### src/rtl/nv_arb2_mux_ctrl.sv
// nv_arb2_mux_ctrl: two-port packet arbiter driving one downstream
// valid/ready stream. Packet-locked weighted round-robin; the datapath is
// combinational from the registered grant, so no beat is stored here.
//
// state | meaning
// IDLE  | no grant; waiting for a requester
// GNT0  | port 0 owns the output
// GNT1  | port 1 owns the output
module nv_arb2_mux_ctrl #(
  parameter int DW  = 32,
  parameter int WTW = 4
) (
  input  logic           nvdla_core_clk,
  input  logic           nvdla_core_rst,
  input  logic [WTW-1:0] cfg_wt0,
  input  logic [WTW-1:0] cfg_wt1,
  input  logic           req0_valid,
  output logic           req0_ready,
  input  logic [DW-1:0]  req0_pd,
  input  logic           req0_last,
  input  logic           req1_valid,
  output logic           req1_ready,
  input  logic [DW-1:0]  req1_pd,
  input  logic           req1_last,
  output logic           out_valid,
  input  logic           out_ready,
  output logic [DW-1:0]  out_pd,
  output logic           out_last,
  output logic           arb_sel,
  output logic           busy
);

  typedef enum logic [1:0] {
    IDLE = 2'd0,
    GNT0 = 2'd1,
    GNT1 = 2'd2
  } state_t;

  state_t         state;
  logic           pkt_open;
  logic [WTW-1:0] cnt;
  logic           last_served;

  logic           g0;
  logic           g1;
  logic           oth_valid;
  logic [WTW-1:0] cur_wt;
  logic [WTW-1:0] eff_wt;
  logic [WTW:0]   cnt_inc;
  logic           turn_done;
  logic           accept;

  // Grant-dependent datapath and turn bookkeeping, all from registered state.
  always_comb begin
    g0         = (state == GNT0);
    g1         = (state == GNT1);
    out_valid  = (g0 & req0_valid) | (g1 & req1_valid);
    out_last   = (g0 & req0_last) | (g1 & req1_last);
    out_pd     = arb_sel ? req1_pd : req0_pd;
    req0_ready = g0 & out_ready;
    req1_ready = g1 & out_ready;
    busy       = pkt_open;
    oth_valid  = g0 ? req1_valid : req0_valid;
    cur_wt     = g1 ? cfg_wt1 : cfg_wt0;
    eff_wt     = (cur_wt == '0) ? WTW'(1) : cur_wt;
    cnt_inc    = {1'b0, cnt} + {{WTW{1'b0}}, 1'b1};
    turn_done  = (cnt_inc >= {1'b0, eff_wt});
    accept     = out_valid & out_ready;
  end

  // Grant FSM: packet lock, weighted turns, and registered mux select.
  always_ff @(posedge nvdla_core_clk or posedge nvdla_core_rst) begin
    if (nvdla_core_rst) begin
      state       <= IDLE;
      arb_sel     <= 1'b0;
      pkt_open    <= 1'b0;
      cnt         <= '0;
      last_served <= 1'b1;
    end else begin
      case (state)
        IDLE: begin
          cnt <= '0;
          if (req0_valid && req1_valid) begin
            state   <= last_served ? GNT0 : GNT1;
            arb_sel <= ~last_served;
          end else if (req0_valid) begin
            state   <= GNT0;
            arb_sel <= 1'b0;
          end else if (req1_valid) begin
            state   <= GNT1;
            arb_sel <= 1'b1;
          end
        end
        GNT0, GNT1: begin
          if (accept) begin
            if (!out_last) begin
              pkt_open <= 1'b1;
            end else begin
              pkt_open <= 1'b0;
              if (!turn_done) begin
                cnt <= (&cnt) ? cnt : cnt_inc[WTW-1:0];
              end else begin
                cnt <= '0;
                if (oth_valid) begin
                  state       <= g0 ? GNT1 : GNT0;
                  arb_sel     <= g0;
                  last_served <= g1;
                end
              end
            end
          end else if (!pkt_open && !out_valid) begin
            // Owner went quiet between packets: hand over or go idle.
            cnt         <= '0;
            last_served <= g1;
            if (oth_valid) begin
              state   <= g0 ? GNT1 : GNT0;
              arb_sel <= g0;
            end else begin
              state <= IDLE;
            end
          end
        end
        default: begin
          state    <= IDLE;
          pkt_open <= 1'b0;
          cnt      <= '0;
        end
      endcase
    end
  end

endmodule

### config.mk
export PLATFORM = sky130hd
export DESIGN_NAME = nv_arb2_mux_ctrl
export DESIGN_NICKNAME = d
export VERILOG_FILES = /design/src/rtl/nv_arb2_mux_ctrl.sv
export SDC_FILE = /design/constraint.sdc
export NUM_CORES = 1
export LEC_CHECK = 0
export CAP_MARGIN = 5
export CORE_MARGIN = 4
export CORE_UTILIZATION = 28
export DETAILED_ROUTE_END_ITERATION = 10
export PLACE_DENSITY = 0.82
export SYNTH_ARGS = -nofsm -noshare
export SYNTH_HDL_FRONTEND = slang
export SYNTH_SLANG_ARGS = --single-unit
export TNS_END_PERCENT = 10
### constraint.sdc
create_clock -name nvdla_core_clk -period 2.4 [get_ports nvdla_core_clk]
set_input_delay 0.48 -clock nvdla_core_clk [delete_from_list [all_inputs] [get_ports nvdla_core_clk]]
set_output_delay 0.48 -clock nvdla_core_clk [all_outputs]
set_load 0.02 [all_outputs]
==> reports/results.ini, run 1 <==
[power]
pwr-share-clk=0.069
p_int_uw=1430
p_per_area_nw_per_um2=935
power_frac_comb=0.835
peakVddDrop_uv=438
seqPwrFrac=0.095
p_sw_frac=0.425
p_sw_uw=1060
report.power.total_uw=2490
leakagePower_uw=0.00109

[timing]
tightestPinTransition_ps=392
slew_violations=0
setup-violations-final=8
max_freq_ghz=0.409
hold_viol=0
hold_ws_ps=519
slew-limit-headroom=0.739
rsz0062_at_grt=true
layout_setup_ws_ps=-47.8
period_share=1.02
fin_skew_ps=2.55
fin_crit_ps=2450

[clock_network]
clkTransAtPathRegs_ps=40
h-tree-depth=1
clk_latency_ps=230
cts_sinks=9
clock_path_buffers=2
cts_inserted_buffers=3
cts_tree=done
root_buffer=clkbuf_8

[die]
dieArea_sq_um=5520
die_h_um=74.3
rows=23
ios=117
start_util=0.299
fp.dieW_um=74.3
core-area_sq_um=4120

[cells_and_area]
fin_area_sq_um=2660
final_common_cell=clkdlybuf4s50_1
multi_input_area_sq_um=1010
layout.nets=340
drive_above_1_share=0.283
register_area_sq_um=226
syn2layout_area_growth_pct=116
n_fill_cell=363
mostFrequentLayoutCells=114 x clkdlybuf4s50_1, 33 x mux2_2, 14 x buf_4
antenna_cells=0
final_cells=301
fin_util=0.646

[detailed_routing]
drt_pre_antenna_iters=4
postRouteAntennaNets=0
drtIter0Drc=45
vias=1462
viasPerCell=4.86
wl_per_cell_um=16.6
wl_mm=4.98
drc=0

[worst_setup_path]
end_kind=flop
critPathArrivalTime_ps=2600
cp_max_fo=5
crit_start=state[0]
r2r_slack_ps=-50
crit_slowest_cell=dfrtp_1
start_kind=flop
reg2reg_to=arb_sel
rr_startpoint=state[0]
critPathBufInv=2
ff2ff_path_depth=12
critPathMaxStageDelay_ps=390
cpLargestDelayFamily=compound AO/OA/AOI/OAI gates
path_class=reg2reg
worstPathRequired_ps=2550
crit_chain=inv_2, ha_4, mux2i_4, nand3_1, nand2_1, ha_1, nand2b_4, a211oi_2, o21ai_2, buf_4, o211ai_1, mux2i_1

[hold_path]
hold_class=in2async

[placement]
globalplace.congestion=0.850
placed_cell_area_sq_um=2550
port-buffer-count=116
post-dp-hpwl_mm=4.17
placed_cells=296

[logic_synthesis]
synth_warnings=0
synthDistinctLibCells=38
synth_top_area_share=0.302
ys_top_cells_by_area=mux2_2 30%, dfrtp_1 16%, ha_1 9.2%
ys_ff_latch=9
syn_inst=123
synth_top_area_cell=mux2_2
synth_area_sq_um=1230
yosysSeqAreaShare=0.184
syn_area_per_cell_sq_um=10.0
syn_nets=211

[global_route]
grt_pass1_vias=1493
grt_antenna_before_repair=0
grt_usage=0.167
grt.overflow.total=0
grt_start_max_net_pins=34
grt_pass1_wl_mm=7.18

[status]
outcome=finished with violations
failed_checks=setup timing

[job]
cap_violations=0

==> synthesized netlist by cell type <==
master	count
o211ai_1	1
o22ai_1	1
a31oi_1	1
xor2_1	1
dfstp_2	1
inv_1	8
mux2i_1	6
nand4_1	1
mux2_2	33
o211ai_2	1
a22o_1	4
o31ai_1	2
mux2_1	1
ha_1	9
nor3_2	1
nor2_1	4
clkbuf_1	5
o21ai_0	4
o221ai_1	1
a22o_2	1
o21ai_1	1
buf_6	2
nand2b_1	2
a22o_4	1
a21oi_2	1
nand2_1	5
o22a_1	1
a221oi_2	1
xnor2_1	1
a311oi_4	1
a211oi_1	1
dfrtp_1	8
and2_1	2
nor3b_1	1
a21oi_1	3
nor2b_1	1
nand3_1	3
mux2_4	2
==> worst max path at each step <==
| stage | endpoint | slack [ps] | cells past startpoint |
|---|---|---|---|
| 2_1_floorplan | state[0] | -30 | 12 |
| 3_3_place_gp | state[0] | -120 | 10 |
| 3_5_place_dp | state[0] | -220 | 10 |
| 4_1_cts | last_served | -30 | 11 |
| 5_1_grt | arb_sel | -190 | 12 |
| 6_report | arb_sel | -50 | 12 |
==> what timing repair did <==
action,in CTS,in global routing
resized for setup,6,6
buffers inserted,0,1
endpoints found under the setup margin,11,9
pin swaps,2,0
hold endpoints to repair,0,0
hold buffers,0,0
==> state kept, by name, indices dropped and copies added (netlist names) <==
register     count
state            2
busy             1
last_served      1
cnt              4
arb_sel          1
==> layout make-up <==
cell class / instances / area share
timing repair buffer: 131 / 0.483
multi-input combinational: 99 / 0.380
sequential: 9 / 0.0852
tap: 50 / 0.0235
clock buffer: 4 / 0.0169
inverter: 8 / 0.0113
==> kinds of logic (layout without fill, tap and decap cells) <==
kind of cell / count (synthesis) / in the layout / synth area share
XOR/XNOR: 2 / 2 / 0.0142
multiplexers: 42 / 42 / 0.385
AO/OA/AOI/OAI: 26 / 26 / 0.183
AND/OR/NAND/NOR: 20 / 20 / 0.0844
adder cells (fa/ha/maj): 9 / 9 / 0.0916
flip-flops: 9 / 9 / 0.184
buffers and inverters: 15 / 143 / 0.0580
==> power by group through the flow <==
stage	Combinational (uW)	Clock, uW	Sequential (uW)
after floorplan	1180	0	243
after CTS	2010	176	237
after global placement	1960	0	233
after detailed placement	1990	0	234
after global routing	2210	182	243
final	2080	173	237
==> routing by layer <==
metal  global-route usage  share of wire  up-vias
li1                     -              -      716
met1                0.195           0.37      682
met2                0.316           0.56       60
met3               0.0446          0.059        4
met4               0.0138          0.012        0
met5                    0              0        -
==> through the flow <==
stage                     setup TNS [ps]  setup WS, ps
after global placement              -676          -125
after floorplan                    -52.2         -26.1
after detailed placement           -1490          -217
after global routing               -1320          -191
after CTS                          -72.8         -27.0
final                               -242         -47.8
==> worst register-to-register path: cells and delay by family, from the launching register on <==
| family | cells | cell delay, ps |
|---|---|---|
| fa+ha+maj | 2 | 420 |
| buf+inv | 2 | 250 |
| simple gates | 3 | 320 |
| compound gates | 3 | 530 |
| mux | 2 | 470 |
| flops | 1 | 390 |
No activity file was read; power rests on OpenSTA's default activity.
==> run 2: changes to the inputs <==
Settings changed: CORE_UTILIZATION 28 to 25, PLACE_DENSITY 0.82 to 0.74.
==> reports/results.ini, run 2 (synthesized netlist as in run 1, its figures left out) <==
[status]
outcome=finished with violations
failed_checks=setup timing

[clock_network]
cts_sinks=9  ; unchanged
root_buffer=clkbuf_8
h-tree-depth=1  ; unchanged
cts_tree=done
clk_latency_ps=230  ; about the same
postCtsHoldBufs=0  ; unchanged
clock_path_buffers=2  ; unchanged
cts_inserted_buffers=3  ; unchanged
clkTransAtPathRegs_ps=50  ; about the same

[cells_and_area]
antenna_cells=0  ; unchanged
drive_above_1_share=0.285  ; +0.00172
n_fill_cell=423  ; +17%
fin_area_sq_um=2680  ; +0.71%
reg_top3=cnt (4), state (2)
regMostFlops=cnt
syn2layout_area_growth_pct=118
fin_util=0.563  ; -0.0829
final_common_cell=clkdlybuf4s50_1
final_cells=320  ; +6.3%
largest_reg_flops=4  ; unchanged
mostFrequentLayoutCells=113 x clkdlybuf4s50_1, 33 x mux2_2, 16 x buf_4
layout.nets=342  ; +0.59%

[job]
cap_violations=0  ; unchanged

[timing]
slew_violations=0  ; unchanged
slew-limit-headroom=0.677  ; -0.0620
hold_viol=0  ; unchanged
period_share=1.02  ; -0.00462
fin_crit_ps=2440  ; -11.1 ps
fin_skew_ps=1.20  ; -1.35 ps
hold_ws_ps=525  ; +6.19 ps
layout_setup_ws_ps=-36.7  ; +11.1 ps
rsz0062_at_grt=true
tightestPinTransition_ps=485  ; +93.0 ps
setup-violations-final=2  ; -6
max_freq_ghz=0.410  ; +0.46%

[detailed_routing]
drt_pre_antenna_iters=5  ; +1
wl_per_cell_um=15.0  ; -9.4%
postRouteAntennaNets=0  ; unchanged
wl_mm=4.80  ; -3.6%
drtIter0Drc=16  ; -64%
drc=0  ; unchanged
vias=1462  ; unchanged
viasPerCell=4.57  ; -5.9%

[power]
p_sw_uw=1020  ; -3.4%
p_int_uw=1420  ; -0.42%
p_per_area_nw_per_um2=913  ; -2.4%
leakagePower_uw=0.00111  ; +2.0%
p_sw_frac=0.417  ; -0.00749
peakVddDrop_uv=552  ; +26%
seqPwrFrac=0.096  ; about the same
pwr-share-clk=0.071  ; +0.002
power_frac_comb=0.833  ; -0.002

[worst_setup_path]
path_class=reg2reg
worstPathRequired_ps=2510  ; -40 ps
cp_max_fo=5  ; unchanged
critPathArrivalTime_ps=2550  ; -50 ps
start_kind=flop
end_kind=flop

[placement]
placed_cell_area_sq_um=2570  ; +0.83%
pre_cts_slack_ps=-214  ; +3.58 ps
port-buffer-count=116  ; unchanged
post-dp-hpwl_mm=4.15  ; -0.48%
globalplace.congestion=0.744  ; -13%
placed_cells=313  ; +5.7%

[global_route]
grt_usage=0.148  ; -0.0186
grt_pass1_vias=1500  ; +0.47%
grt.overflow.total=0  ; unchanged
grt_start_max_net_pins=35  ; +2.9%
grt_pass1_wl_mm=7.43  ; +3.6%
grt_antenna_before_repair=0  ; unchanged

[die]
rows=25  ; +8.7%
start_util=0.259  ; -0.0402
die_h_um=78.1  ; +5.2%
dieArea_sq_um=6110  ; +11%
fp.dieW_um=78.1  ; +5.2%
ios=117  ; unchanged
core-area_sq_um=4750  ; +16%

[hold_path]
hold_class=in2async

==> run 2: power groups by stage <==
stage	sequential (uW)	clock, uW	combinational [uW]
floorplan	243	0	1180
global placement	229	0	1950
detailed placement	230	0	1980
CTS	231	178	2000
global route	237	187	2190
finish	234	174	2040
==> run 2: area by class of cell <==
class | count | area (sq um) | share of cell area
clock buffer | 4 | 45.0 | 0.0168
multi-input combinational | 99 | 990 | 0.370
sequential | 9 | 226 | 0.0846
inverter | 8 | 30.0 | 0.0112
tap | 67 | 83.8 | 0.0313
timing repair buffer | 133 | 1300 | 0.486
==> run 2: worst max-delay path: stages, from the launching register on <==
cell and delay (ps):
dfrtp_1 380, inv_2 80, ha_4 190, mux2i_2 260, nand3_1 110, nand2_1 70
ha_1 220, nand2b_4 140, a211oi_2 200, o21ai_2 110, o211ai_2 240, mux2_4 320
==> run 2: routing by layer <==
layer | GRT usage | share of wire | vias to the layer above
met5 | 0 | 0 | -
met4 | 0.0175 | 0.015 | 0
li1 | - | - | 720
met1 | 0.170 | 0.38 | 668
met3 | 0.0436 | 0.087 | 4
met2 | 0.277 | 0.52 | 70
==> run 2: path summary, 6_finish.rpt <==
kind / end / startpoint / slack [ps] / cells past startpoint
worst min register to register: cnt[1] / cnt[1] / 550 / 1
worst max-delay path: state[1] / state[0] / -40 / 11
min in group nvdla_core_clk: cnt[1] / cnt[1] / 550 / 1
max in group asynchronous: last_served / nvdla_core_rst / 1570 / 2
worst min-delay path: cnt[3] / nvdla_core_rst / 530 / 2
worst max register to register: state[1] / state[0] / -40 / 11
==> run 2: through the flow <==
stage | power [uW] | setup TNS, ps
finish | 2440 | -69.7
global route | 2610 | -777
CTS | 2400 | -136
detailed placement | 2210 | -1320
global placement | 2180 | -682
floorplan | 1420 | -52.2
==> run 2: repair_timing <==
| item | CTS | global route |
|---|---|---|
| setup buffers | 0 | 3 |
| gates resized for setup | 4 | 7 |
| pin swaps | 1 | 3 |
| setup endpoints to repair | 8 | 9 |
